===== src/rtl/key_scan_snapshot_if.sv =====
// Purpose : read/hold port between the SPI slave and the key snapshot bank.
// Latency : rd_data_o is valid one core_clk cycle after a cycle with rd_en_i high.
// Backpr. : none; hold_i freezes bank writes while a byte is in flight.
// Ports   : hold_i, rd_en_i, rd_addr_i (SPI -> core), rd_data_o (core -> SPI).
interface key_scan_snapshot_if;
    logic       hold_i;
    logic       rd_en_i;
    logic [7:0] rd_addr_i;
    logic [7:0] rd_data_o;

    // SPI slave side drives requests.
    modport master (
        output hold_i,
        output rd_en_i,
        output rd_addr_i,
        input  rd_data_o
    );

    // Snapshot core side answers them.
    modport slave (
        input  hold_i,
        input  rd_en_i,
        input  rd_addr_i,
        output rd_data_o
    );
endinterface


===== src/rtl/key_scan_snapshot.sv =====
// Purpose : sync + debounce NUM_KEYS switches, refresh a byte-wide snapshot bank.
// Latency : 2-flop sync, DEBOUNCE_DEPTH ticks to qualify, <= GROUPS cycles to bank, 1-cycle read.
// Backpr. : hold_i suppresses bank writes only; pointer, ticks and debounce keep running.
// Ports   : clk_g_int_buf, rstn_g_i (async low), keys_i raw levels, spi_bus (hold/read port),
//           keys_o debounced levels, key_tick_o sample-tick pulse, keys_valid_o first full sweep.
module key_scan_snapshot #(
    parameter int NUM_KEYS       = 61,
    parameter int TICK_PERIOD    = 400,
    parameter int DEBOUNCE_DEPTH = 4
) (
    input  logic                  clk_g_int_buf,
    input  logic                  rstn_g_i,
    input  logic [NUM_KEYS-1:0]   keys_i,
    key_scan_snapshot_if.slave    spi_bus,
    output logic [NUM_KEYS-1:0]   keys_o,
    output logic                  key_tick_o,
    output logic                  keys_valid_o
);
    localparam int GROUPS = (NUM_KEYS + 7) / 8;
    localparam int PTR_W  = (GROUPS > 1) ? $clog2(GROUPS) : 1;
    // Bank is sized to a power of two so the pointer/address can index it
    // without width games; entries at or above GROUPS are never written.
    localparam int DEPTH  = 1 << PTR_W;
    localparam int TICK_W = $clog2(TICK_PERIOD);
    localparam logic [8:0] GROUPS_W = 9'(GROUPS);

    logic [NUM_KEYS-1:0]       r_sync1;
    logic [NUM_KEYS-1:0]       r_sync2;
    logic [NUM_KEYS-1:0]       r_keys;
    logic [DEBOUNCE_DEPTH-1:0] r_hist [NUM_KEYS];
    logic [TICK_W-1:0]         r_tick_cnt;
    logic [PTR_W-1:0]          r_ptr;
    logic [7:0]                r_bank [DEPTH];
    logic [7:0]                r_rd_data;
    logic                      r_valid;

    logic                      w_tick;
    logic [8*DEPTH-1:0]        w_padded;
    logic [7:0]                w_wr_byte;
    logic                      w_wr_en;
    logic                      w_ptr_last;

    assign w_tick     = (r_tick_cnt == TICK_W'(TICK_PERIOD - 1));
    assign w_ptr_last = (r_ptr == PTR_W'(GROUPS - 1));
    assign w_wr_en    = ~spi_bus.hold_i;

    // Unused upper bits stay zero so padding in the last group reads 0.
    always_comb begin
        w_padded                 = '0;
        w_padded[NUM_KEYS-1:0]   = r_keys;
    end
    assign w_wr_byte = w_padded[{r_ptr, 3'b000} +: 8];

    assign keys_o            = r_keys;
    assign key_tick_o        = w_tick;
    assign keys_valid_o      = r_valid;
    assign spi_bus.rd_data_o = r_rd_data;

    // Synchroniser, tick generator and debounce.
    always_ff @(posedge clk_g_int_buf or negedge rstn_g_i) begin
        if (!rstn_g_i) begin
            r_sync1    <= '0;
            r_sync2    <= '0;
            r_keys     <= '0;
            r_tick_cnt <= '0;
            for (int n = 0; n < NUM_KEYS; n++) begin
                r_hist[n] <= '0;
            end
        end else begin
            r_sync1 <= keys_i;
            r_sync2 <= r_sync1;
            r_tick_cnt <= w_tick ? '0 : r_tick_cnt + 1'b1;
            if (w_tick) begin
                for (int n = 0; n < NUM_KEYS; n++) begin
                    r_hist[n] <= {r_hist[n][DEBOUNCE_DEPTH-2:0], r_sync2[n]};
                    // The shifted history is all-equal exactly when the older
                    // DEBOUNCE_DEPTH-1 samples already match the new one.
                    if (r_hist[n][DEBOUNCE_DEPTH-2:0] == {(DEBOUNCE_DEPTH-1){r_sync2[n]}}) begin
                        r_keys[n] <= r_sync2[n];
                    end
                end
            end
        end
    end

    // Group pointer, bank refresh, read port and sweep-valid flag.
    always_ff @(posedge clk_g_int_buf or negedge rstn_g_i) begin
        if (!rstn_g_i) begin
            r_ptr     <= '0;
            r_rd_data <= '0;
            r_valid   <= 1'b0;
            for (int g = 0; g < DEPTH; g++) begin
                r_bank[g] <= '0;
            end
        end else begin
            r_ptr <= w_ptr_last ? '0 : r_ptr + 1'b1;
            if (w_wr_en) begin
                r_bank[r_ptr] <= w_wr_byte;
                if (w_ptr_last) begin
                    r_valid <= 1'b1;
                end
            end
            // Reads sample the pre-write contents (read-before-write).
            if (spi_bus.rd_en_i) begin
                if ({1'b0, spi_bus.rd_addr_i} < GROUPS_W) begin
                    r_rd_data <= r_bank[spi_bus.rd_addr_i[PTR_W-1:0]];
                end else begin
                    r_rd_data <= 8'h00;
                end
            end
        end
    end
endmodule


===== src/flat_wrapper.sv =====
// flat-port wrapper written by rule: the top's interface ports become plain ports
module key_scan_snapshot_flat 
#(
    parameter int NUM_KEYS       = 61,
    parameter int TICK_PERIOD    = 400,
    parameter int DEBOUNCE_DEPTH = 4
)
  (clk_g_int_buf, rstn_g_i, keys_i, keys_o, key_tick_o, keys_valid_o, spi_bus_hold_i, spi_bus_rd_en_i, spi_bus_rd_addr_i, spi_bus_rd_data_o);
  key_scan_snapshot_if spi_bus_i ();
  input  logic clk_g_int_buf;
  input  logic rstn_g_i;
  input  logic [NUM_KEYS-1:0] keys_i;
  output logic [NUM_KEYS-1:0] keys_o;
  output logic key_tick_o;
  output logic keys_valid_o;
  input wire logic [$bits(spi_bus_i.hold_i)-1:0] spi_bus_hold_i;
  input wire logic [$bits(spi_bus_i.rd_en_i)-1:0] spi_bus_rd_en_i;
  input wire logic [$bits(spi_bus_i.rd_addr_i)-1:0] spi_bus_rd_addr_i;
  output wire logic [$bits(spi_bus_i.rd_data_o)-1:0] spi_bus_rd_data_o;
  assign spi_bus_i.hold_i = spi_bus_hold_i;
  assign spi_bus_i.rd_en_i = spi_bus_rd_en_i;
  assign spi_bus_i.rd_addr_i = spi_bus_rd_addr_i;
  assign spi_bus_rd_data_o = spi_bus_i.rd_data_o;
  key_scan_snapshot #(.NUM_KEYS(NUM_KEYS), .TICK_PERIOD(TICK_PERIOD), .DEBOUNCE_DEPTH(DEBOUNCE_DEPTH)) u_core (.clk_g_int_buf(clk_g_int_buf), .rstn_g_i(rstn_g_i), .keys_i(keys_i), .spi_bus(spi_bus_i), .keys_o(keys_o), .key_tick_o(key_tick_o), .keys_valid_o(keys_valid_o));
endmodule

===== config.mk =====
export PLATFORM = sky130hd
export DESIGN_NAME = key_scan_snapshot_flat
export DESIGN_NICKNAME = d
export VERILOG_FILES = /design/src/rtl/key_scan_snapshot_if.sv /design/src/rtl/key_scan_snapshot.sv /design/src/flat_wrapper.sv
export SDC_FILE = /design/constraint.sdc
export NUM_CORES = 1
export LEC_CHECK = 0
export CAP_MARGIN = 15
export CORE_MARGIN = 5
export CORE_UTILIZATION = 50
export CTS_CLUSTER_DIAMETER = 100
export DETAILED_ROUTE_END_ITERATION = 8
export HOLD_SLACK_MARGIN = 0.12
export PLACE_DENSITY_LB_ADDON = 0.3
export SYNTH_ARGS = -nofsm -noshare
export SYNTH_HDL_FRONTEND = slang
export SYNTH_SLANG_ARGS = --single-unit

===== constraint.sdc =====
create_clock -name clk_g_int_buf -period 4.25 [get_ports clk_g_int_buf]
set_input_delay 0.85 -clock clk_g_int_buf [delete_from_list [all_inputs] [get_ports clk_g_int_buf]]
set_output_delay 0.85 -clock clk_g_int_buf [all_outputs]
set_load 0.005 [all_outputs]

==> flow_summary.yaml <==
power:
  vdd_drop_max_v: 0.000368
  power_density_nw_per_um2: 423
  p_leak_nw: 9.74
route:
  ant_nets: 0
  routed-via-count: 10613
  via_per_inst: 5.73
  dr.pass1.iters: 5
  drc: 0
  initialDrtViolationCount: 694
  wl_per_cell_um: 20.3
  drt_wl_total_um: 37500
global_routing:
  grt_pass1_wl_um: 61400
  grt_max_degree: 185
  grt-ovfl-total: 0
  first_global_vias: 10949
  grt_usage_pct: 19.8
  antenna_found_initial: 1
logic_synthesis:
  syn_nets: 1296
  ys_seq_area_share_pct: 64.5
  synth_edf_count: 0
  synthFlopType: "dfrtp_1"
  postSynthAreaPerCell_um2: 14.3
  yosysUniqueCellTypes: 48
  synth-seq-cells: 451
  ys_warn_count: 0
  synth_area_um2: 17500
  synth_cells: 1220
  synth-async-reset-ratio_pct: 100
cts:
  cts_buffers: 47
  htreeDepth: 2
  cts.repair.resized: 0
  cts-root-buf: "clkbuf_16"
  clk_path_buf_depth: 3
  post_cts_buffers: 0
  cts_tree: "built"
  path_clk_slew_ps: 60
  ctsHoldBuffers: 0
  clk_latency_ps: 570
  clock_sinks: 451
finish:
  final_cells: 1852
  antenna_cells: 0
  syn2layout_area_growth_pct: 19.9
  layout.nets: 1437
  drive_above_1_share_pct: 21.6
  fill_cells: 2675
floorplanning:
  coreArea_um2: 34500
  rows: 68
  start_util_pct: 50.6
  chipHeight_um: 197
  num_io_pins: 144
  die_area_um2: 38800
  die_w_um: 197
sta:
  max_freq_ghz: 0.278
  worst_slack_ps: 653
  hold_viol: 0
  slew_headroom_pct: 28.2
  rsz0062_at_grt: "false"
  tns_ps: 0
  drv_slew: 0
  fin_crit_ps: 3600
  fin_crit_sh_pct: 84.6
  setup_violations: 0
  tightest_slew_ps: 1080
  final.setup_skew_ps: 12.3
setup_path:
  critPathLaunch: "u_core.r_tick_cnt[5]"
  r2r-start: "u_core.r_tick_cnt[5]"
  endpoint: "key_tick_o"
  cp-end-kind: "output port"
  reg2reg_depth: 5
  cp.required_ps: 3400
  critical_path_class: "reg -> out"
  crit_fanout: 16
  start_kind: "flop"
  regToRegSetupSlack_ps: 1330
  critPathArrivalTime_ps: 2750
  rr_endpoint: "u_core.r_hist[108]"
placement:
  place_ws_ps: 1220
  dpl.cell_count: 1767
  numPortBuffers: 143
  dp_hpwl_um: 23500
  place_congestion: 0.791
worst_hold_path:
  hold_class: "in -> async"
status:
  status: "complete, no violations"
flow_run:
  maxCapViolations: 0
cell usage in the layout (no fill, tap or decap), types with 29 or more instances in the layout:
cell type and instances:
dfrtp_1 451, clkbuf_16 49, nand2_1 35, nand4_1 62, mux2_2 128, o31ai_1 62, mux2_4 58, nor2_1 41
clkdlybuf4s50_1 142, a21oi_1 29, mux2i_1 31, or4_1 63, o21ai_0 84
registers in the layout (all words and copies together), names as in the netlist:
| signal | count |
|---|---|
| u_core.r_ptr | 3 |
| u_core.r_hist | 183 |
| u_core.keys_o | 61 |
| u_core.keys_valid_o | 1 |
| u_core.r_sync1 | 61 |
| u_core.r_sync2 | 61 |
| u_core.r_tick_cnt | 9 |
| u_core.r_bank | 64 |
| u_core.spi_bus.rd_data_o | 8 |
where the power goes:
part / switching, mW / internal, mW
logic: 0.136 / 0.113
registers: 0.0433 / 4.37
clock network: 1.66 / 2.56
total: 1.84 / 7.04
layout make-up:
class / count / area [µm²] / share of cell area (%)
clock buffer: 69 / 1420 / 6.78
timing repair buffer: 159 / 1630 / 7.78
inverter: 15 / 56.3 / 0.268
multi-input combinational: 687 / 5810 / 27.7
tap: 455 / 569 / 2.71
sequential: 451 / 11300 / 53.8
clock inverter: 16 / 196 / 0.937
routing by layer:
layer	global-route usage, %	wire length (µm)	vias up
li1	-	-	4828
met1	28.7	17100	5494
met2	30.9	17700	233
met3	4.35	1990	56
met4	4.96	724	2
met5	0	13	-
cell usage after synthesis (2+ instances only):
| library cell | n | share of area, % |
|---|---|---|
| a211oi_1 | 2 | 0.086 |
| a21oi_1 | 29 | 0.83 |
| and2_1 | 4 | 0.14 |
| buf_1 | 4 | 0.086 |
| buf_2 | 14 | 0.40 |
| buf_6 | 13 | 0.84 |
| clkbuf_1 | 35 | 0.75 |
| dfrtp_1 | 451 | 65 |
| ha_1 | 3 | 0.21 |
| inv_1 | 13 | 0.28 |
| mux2_1 | 13 | 0.84 |
| mux2_2 | 128 | 8.2 |
| mux2_4 | 58 | 5.0 |
| mux2i_1 | 31 | 1.8 |
| mux4_2 | 13 | 1.7 |
| nand2_1 | 35 | 0.75 |
| nand2b_1 | 4 | 0.14 |
| nand3_1 | 6 | 0.17 |
| nand4_1 | 62 | 2.2 |
| nor2_1 | 41 | 0.88 |
| nor2b_1 | 3 | 0.11 |
| nor4b_1 | 2 | 0.10 |
| nor4bb_1 | 2 | 0.11 |
| o21ai_0 | 84 | 2.4 |
| o22a_1 | 2 | 0.10 |
| o22ai_1 | 7 | 0.25 |
| o31ai_1 | 62 | 2.7 |
| o32ai_1 | 7 | 0.35 |
| o41ai_1 | 7 | 0.35 |
| or4_1 | 63 | 2.7 |
| or4b_1 | 2 | 0.11 |
| xnor2_1 | 2 | 0.10 |
| xor2_1 | 3 | 0.15 |
logic make-up after synthesis:
kind of cell | Yosys count | share of synthesized area, %
DFF | 451 | 64.5
muxes | 243 | 17.5
and+or+nand+nor | 233 | 7.89
AOI/OAI and AO/OA | 203 | 7.18
buffers and inverters | 82 | 2.44
xor gates and xnor gates | 5 | 0.250
adders and majority gates | 3 | 0.215
metrics by stage:
step | utilization (%) | cell area (µm²) | power [mW] | hold slack (ps)
global route | 60.7 | 21000 | 9.21 | 351
finish | 60.7 | 21000 | 8.88 | 326
CTS | 60.7 | 21000 | 9.00 | 348
floorplan | - | 17500 | 4.55 | 331
detailed placement | 56.0 | 19400 | 4.75 | 335
global placement | 56.0 | 19400 | 4.74 | 332
worst max-delay path, cell delays in order (launching register included):
cell and delay (ps):
dfrtp_1 430, or4b_2 700, nand2b_4 180, inv_2 290, clkdlybuf4s50_1 580
worst min path at each step:
stage          cells past startpoint  slack, ps                  to               start
6_report                           1        330  u_core.r_sync1[13]            rstn_g_i
3_3_place_gp                       0        330  u_core.r_sync2[35]  u_core.r_sync1[35]
5_1_grt                            0        350  u_core.r_sync2[28]  u_core.r_sync1[28]
3_5_place_dp                       0        330  u_core.r_sync2[30]  u_core.r_sync1[30]
2_1_floorplan                      0        330   u_core.r_sync2[0]   u_core.r_sync1[0]
4_1_cts                            1        350  u_core.r_sync1[13]            rstn_g_i
(Power assumes the default switching activity.)
